$ cat src/rtl/data_bus_mmio.sv
// data_bus_mmio: word RAM plus LED, TX FIFO, timer, compare and IRQ registers behind the core's load/store port
module data_bus_mmio #(
    parameter int          RAM_WORDS  = 64,
    parameter int          FIFO_DEPTH = 8,
    parameter logic [31:0] MMIO_BASE  = 32'h0000_1000
) (
    input  logic        clk,
    input  logic        reset,
    input  logic        MemWrite,
    input  logic [31:0] ALUResult,
    input  logic [31:0] WriteData,
    output logic [31:0] ReadData,
    output logic [7:0]  led,
    output logic [7:0]  tx_data,
    output logic        tx_valid,
    input  logic        tx_ready,
    output logic        irq
);
    localparam int AW = $clog2(RAM_WORDS);
    localparam int PW = $clog2(FIFO_DEPTH);
    localparam int CW = PW + 1;
    logic [31:0]   ram [RAM_WORDS];
    logic [7:0]    fifo [FIFO_DEPTH];
    logic [PW-1:0] rd_ptr, wr_ptr;
    logic [CW-1:0] count;
    logic          overflow;
    logic [31:0]   timer, cmp;
    logic [29:0]   word, mmio_off;
    logic          sel_ram, sel_led, sel_tx, sel_timer, sel_cmp, sel_irq;
    logic          full, pop, push_req, push, match;
    logic          unused_addr;
    assign unused_addr = ^ALUResult[1:0];
    assign word      = ALUResult[31:2];
    assign mmio_off  = word - MMIO_BASE[31:2];
    assign sel_ram   = (word >> AW) == 30'd0;
    assign sel_led   = !sel_ram && mmio_off == 30'd0;
    assign sel_tx    = !sel_ram && mmio_off == 30'd1;
    assign sel_timer = !sel_ram && mmio_off == 30'd2;
    assign sel_cmp   = !sel_ram && mmio_off == 30'd3;
    assign sel_irq   = !sel_ram && mmio_off == 30'd4;
    assign full      = count == CW'(FIFO_DEPTH);
    assign tx_valid  = count != '0;
    assign tx_data   = fifo[rd_ptr];
    assign pop       = tx_valid & tx_ready;
    assign push_req  = MemWrite & sel_tx;
    // a full FIFO still accepts a byte when the head leaves on the same edge
    assign push      = push_req & (!full | pop);
    assign match     = cmp != '0 && timer == cmp;
    always_comb begin
        ReadData = sel_ram   ? ram[word[AW-1:0]] :
                   sel_led   ? {24'b0, led} :
                   sel_tx    ? {22'b0, overflow, 8'(count), full} :
                   sel_timer ? timer :
                   sel_cmp   ? cmp :
                   sel_irq   ? {31'b0, irq} : 32'b0;
    end
    always_ff @(posedge clk) begin
        if (reset) begin
            led      <= '0;
            rd_ptr   <= '0;
            wr_ptr   <= '0;
            count    <= '0;
            overflow <= 1'b0;
            timer    <= '0;
            cmp      <= '0;
            irq      <= 1'b0;
        end else begin
            if (MemWrite & sel_led) led <= WriteData[7:0];
            if (MemWrite & sel_cmp) cmp <= WriteData;
            timer <= (MemWrite & sel_timer) ? WriteData : timer + 32'd1;
            // a match on the pre-edge timer beats a same-cycle clear
            irq <= match | (irq & !(MemWrite & sel_irq));
            if (pop) rd_ptr <= rd_ptr + PW'(1);
            if (push) wr_ptr <= wr_ptr + PW'(1);
            count <= count + CW'(push) - CW'(pop);
            if (push_req & !push) overflow <= 1'b1;
        end
    end
    always_ff @(posedge clk) begin
        if (!reset && MemWrite && sel_ram) ram[word[AW-1:0]] <= WriteData;
        if (push) fifo[wr_ptr] <= WriteData[7:0];
    end
endmodule

$ cat config.mk
export PLATFORM = sky130hd
export DESIGN_NAME = data_bus_mmio
export DESIGN_NICKNAME = d
export VERILOG_FILES = /design/src/rtl/data_bus_mmio.sv
export SDC_FILE = /design/constraint.sdc
export NUM_CORES = 2
export LEC_CHECK = 0
export ABC_AREA = 0
export CAP_MARGIN = 20
export CORE_MARGIN = 1.5
export CORE_UTILIZATION = 31
export DETAILED_ROUTE_END_ITERATION = 8
export SYNTH_ARGS = -nofsm -noshare
export SYNTH_HDL_FRONTEND = slang
export SYNTH_SLANG_ARGS = --single-unit
$ cat constraint.sdc
create_clock -name clk -period 4.06 [get_ports clk]
set_input_delay 0.812 -clock clk [delete_from_list [all_inputs] [get_ports clk]]
set_output_delay 0.812 -clock clk [all_outputs]
set_load 0.01 [all_outputs]
* Word level (Yosys, flattened, before mapping) *
Memories as Yosys holds them, arrays and structs flattened. A register that Yosys moved wholly into a read port is not among the register bits.
Cells that the tools add are included.

operators by class
  bitwise gates (word level) = 11
  add/sub/neg operators = 6
  order comparisons = 0
  eq/ne operators = 6
  shift-type cells = 0
  mux-type cells = 13
  reductions and logical operators = 17
  $mul = 0
  div/mod/pow operators = 0

operators with widths
  operator                count
  $mux 32                 6
  $eq 30x2->1 const B     2
  $logic_not 30->1        2
  $add 32x1->32 const B   1
  $eq 32x32->1            1
  $reduce_bool 32->1      1
  $eq 30x1->1 const B     1
  $eq 30x3->1 const B     1
  $sub 30x11->30 const B  1
  $and 1x1->1             9
  $logic_and 1x1->1       8
  $add 3x1->3 const B     2
  $mux 3                  2
  $logic_not 1->1         5
  $mux 1                  5
  $add 4x1->4             1
  $eq 4x4->1 const B      1
  $reduce_bool 4->1       1
  $sub 4x1->4             1
  $or 1x1->1              2

storage, ports and cells
  memory bits (writable) = 2112
  bits in latches = 0
  word-level logic and storage cells = 63
  output and inout port bits = 50
  input port bits = 68
  memories kept = 2
  register bits = 84
  memory bits (read-only) = 0

memories
  memory  depth  bits a word  read ports  clocked after memory_dff  write ports  RTL line  text
  ram     64     32           1           0                         1            22        logic [31:0] ram [RAM_WORDS];
  fifo    8      8            1           1                         1            23        logic [7:0] fifo [FIFO_DEPTH];

* Depth between registers and ports, before layout *
  depth after elaboration = 9
  depth in mapped cells = 12
  gate-level depth less buffers = 12

* Least setup slack after synthesis *
Ideal clock, no wire load.

  path type = input to register
  from = input port ALUResult[18]
  to = memory ram[13][0], enable pin
  cell stages on the path = 6
  path buffers = 1
  required time = 3639 ps
  arrival time = 3988 ps
  setup slack = -349 ps
  cells stage by stage = or4_1 > nor3_2 > nand4_1 > or4b_1 > buf_2 > nor2_1

on the way
  longest elaborated chain between the ends = 4

ends and longest elaborated chain
  item                          RTL line  text
  from (decl)                   10        input logic [31:0] ALUResult,
  $logic_not 30->1              35        assign sel_ram = (word >> AW) == 30'd0;
  $logic_and 1x1->1             80        if (!reset && MemWrite && sel_ram) ram[word[AW-1:0]] <= WriteData;
  $mux 1                        80
  $mux 1 (implied by the code)  80
  to (decl)                     22

No other way between the ends.

* Worst setup path after layout *
  from = memory ram[1][9]
  to = output port ReadData[9]

on the way
  longest elaborated chain between the ends = 2

ends and longest elaborated chain
  item           RTL line  text
  $mem_v2 64x32  -
  $mux 32        50        ReadData = sel_ram ? ram[word[AW-1:0]] :
  to (decl)      12        output logic [31:0] ReadData,

No other way between the ends.

==> reports/qor.csv <==
stage,metric,value,unit
setup_path,worstSetupEndpointType,output port,
sta,skew,17.5,ps
yosys,yosysSeqAreaShare,75.9,%
place,place_congestion,0.988,
clocking,clk_pin_slew_worst_paths,60,ps
sta,hold_ws,319,ps
setup_path,critical_path_arrival,3820,ps
die,fp-row-count,193,
sta,setup_viol,32,
place,pre_cts_ws,-1570,ps
routing,ant_nets,0,
die,ios,118,
clocking,cts_inserted_buffers,219,
clocking,cts_root_buf,clkbuf_16,
cells_and_area,utilization,40.6,%
yosys,async_reset_ff_share,0,%
cells_and_area,final_common_cell,edfxtp_1,
yosys,synth_edf_count,2112,
worst_hold_path,holdPathStages,3,
yosys,synth_top_family_by_area,compound AO/OA/AOI/OAI gates,
yosys,ys_warn_count,0,
sta,relSlewSlack,15.2,%
setup_path,critPathLaunchType,register,
global_routing,antenna_found_initial,30,
yosys,synth_cells,4943,
job,drv_cap,0,
status,violations,setup timing,
setup_path,r2r-start,timer[4]$_SDFF_PP0_,
cells_and_area,multi_input_area,22000,um2
routing,first_iter_violations,9510,
clocking,clock_latency,880,ps
sta,rsz0062_at_grt,yes,
clocking,cts.sinks,2199,
pwr,ir_drop,0.388,mV
pwr,power_density,443,nW/um2
global_routing,grt_overflow_total,0,
yosys,syn_area,85800,um2
place,portBuffers,115,
yosys,synth.area.top_cells,"edfxtp_1, mux4_2, mux2i_1",
yosys,synth_compound_area_share,9.46,%
sta,tightest_slew,1270,ps
sta,hold_viol,0,
routing,drtPass1Iterations,6,
die,die_y,529,um
global_routing,grt_max_degree,86,
clocking,cts_max_level,4,
yosys,synth.avg_cell_area,17.4,um2
global_routing,grt_pass1_wl,445,mm
routing,via_count,56518,
setup_path,cp_max_fo,1,
yosys,yosys.area_share.simple,3.42,%
pwr,p_leak,37.5,nW
cells_and_area,most-common-layout-cells,"edfxtp_1, buf_4, buf_12",
yosys,synth_top_cell_by_area,edfxtp_1,
routing,drcViolationCount,0,
status,status,"finished, violations left",
sta,fmax,216,MHz
die,dieArea,280000,um2
worst_hold_path,hold_end,cmp[28]$_SDFFE_PP0P_,
cells_and_area,nets,6097,
routing,wl_per_cell,33.3,um
cells_and_area,final_layout_size_suffix_gt1_share,35.2,%
sta,min_period_over_period,114,%
setup_path,regToRegSetupSlack,1450,ps
global_routing,gr-usage-all-layers,22.8,%
routing,finalWirelength,330,mm
worst_hold_path,hp-class,input pin to register,
setup_path,required,3250,ps
yosys,synth_top_area_share,73.9,%
sta,fin_crit,4640,ps
yosys,synth.distinct_cells,81,
yosys,synthFlopType,edfxtp_1,
cells_and_area,finalNonFillerCells,9910,
die,core_area,276000,um2
clocking,cts_hold_buf,0,
setup_path,ff2ff_path_depth,7,
cells_and_area,areaGrowthSynthToFinish,30.7,%
place,place_inst,9339,
clocking,cts_buffer_depth,3,
sta,final.setup.worst_slack,-575,ps
cells_and_area,regArea,65200,um2
yosys,synth_xor_area_share,0.694,%
yosys,ys_seq_elements,2199,
yosys,muxShareOfSynthArea,8.40,%
yosys,synth_fp_nets,5020,
global_routing,grt_pass1_vias,53468,
setup_path,r2r_end,timer[31]$_SDFF_PP0_,
sta,drv_slew,0,
yosys,synth_adder_area_share,0.140,%
clocking,cts_tree,built,
setup_path,critPathKind,register to output port,
place,dp_hpwl,213,mm
die,initial_utilization,31.1,%
routing,via_per_inst,5.70,
die,die_w,529,um
worst_hold_path,worstHoldStart,WriteData[28],
cells_and_area,fillers,24451,
[stage by stage]
stage,instance area (um2),setup TNS [ps],total power [mW]
4_1_cts,111000,-8340,49.5
3_5_place_dp,99800,-429120,29.3
3_3_place_gp,99800,-367140,29.2
2_1_floorplan,85900,-318410,26.9
5_1_grt,112000,-10760,50.7
6_report,112000,-10040,49.7
[cells in the mapped netlist (all sizes together), types with 5 or more instances]
master	number
edfxtp	2112
nor2	259
mux2i	224
a221oi	210
a21oi	202
nand2	202
buf	199
mux2	185
a22oi	169
clkbuf	146
o21ai	139
mux4	128
o22ai	90
dfxtp	87
a221o	59
xor2	57
a22o	52
a211oi	46
nor4	41
nand3	40
a222oi	27
a31oi	22
nor3	20
o211ai	18
o2bb2ai	16
and3	15
inv	14
nand4	14
o22a	14
o221ai	13
xnor2	11
nand2b	10
nor2b	9
a32oi	8
ha	8
and2	7
a211o	6
a32o	6
nand3b	6
a21o	5
nor4b	5
or4	5
[worst max-delay path, stage by stage, from the launching register on]
cell and delay (ps):
edfxtp_1 380, mux2_2 280, a221o_1 310, a222oi_1 890
o22ai_1 220, nor3_2 440, buf_4 210, o22ai_4 70
buf_6 140
[layer usage]
metal	wire [um]	track usage, %	part of all wire (%)	up-vias
met1	123000	30.1	37	29214
met3	40600	5.54	12	784
li1	-	-	-	22447
met4	19600	11.8	5.9	8
met5	48	0	0.015	-
met2	147000	34.9	45	4065
[worst max path at each step]
stage	cells past startpoint	to	start	slack, ps
5_1_grt	14	ReadData[10]	ALUResult[3]	-590
3_3_place_gp	12	ReadData[13]	ALUResult[7]	-1870
4_1_cts	8	ReadData[9]	ram[0][9]$_DFFE_PP_	-500
3_5_place_dp	13	ReadData[4]	ALUResult[4]	-1570
2_1_floorplan	6	ram[13][0]$_DFFE_PP_	ALUResult[18]	-350
6_report	8	ReadData[9]	ram[1][9]$_DFFE_PP_	-580
[power by group]
part           switching [mW]  leakage (nW)  internal, mW
Clock                    8.78          3.41          11.3
Combinational            2.80          14.4          1.85
Sequential             0.0445          19.7          24.9
Total                    11.6          37.5          38.1
[cell families after synthesis]
| family | Yosys count |
|---|---|
| multiplexers | 537 |
| AND/OR/NAND/NOR | 647 |
| adder cells (fa/ha/maj) | 9 |
| buffers and inverters | 360 |
| flip-flops | 2199 |
| XOR/XNOR | 68 |
| AO/OA/AOI/OAI | 1123 |
[cell type report]
type | count | area share, %
clock buffer | 270 | 5.12
tap | 3705 | 4.13
multi-input combinational | 2384 | 19.7
inverter | 15 | 0.0591
clock inverter | 130 | 1.13
timing repair buffer | 1201 | 11.8
sequential | 2199 | 58.1
antenna | 6 | 0.0134
[state kept, by name, summed over array words and instances, names as in the netlist, named ones only]
| register | count |
|---|---|
| timer | 32 |
| ram | 2048 |
| wr_ptr | 3 |
| rd_ptr | 3 |
| count | 4 |
| fifo | 64 |
| irq | 1 |
| overflow | 1 |
| led | 8 |
| cmp | 32 |
[timing repair]
item                       in CTS  in global routing
setup endpoints to repair      32                 32
resized for setup             667                210
cloned                         15                  3
buffers inserted              116                 52
pin swaps                     117                111
Note: power is estimated with default switching activity, not from simulation.
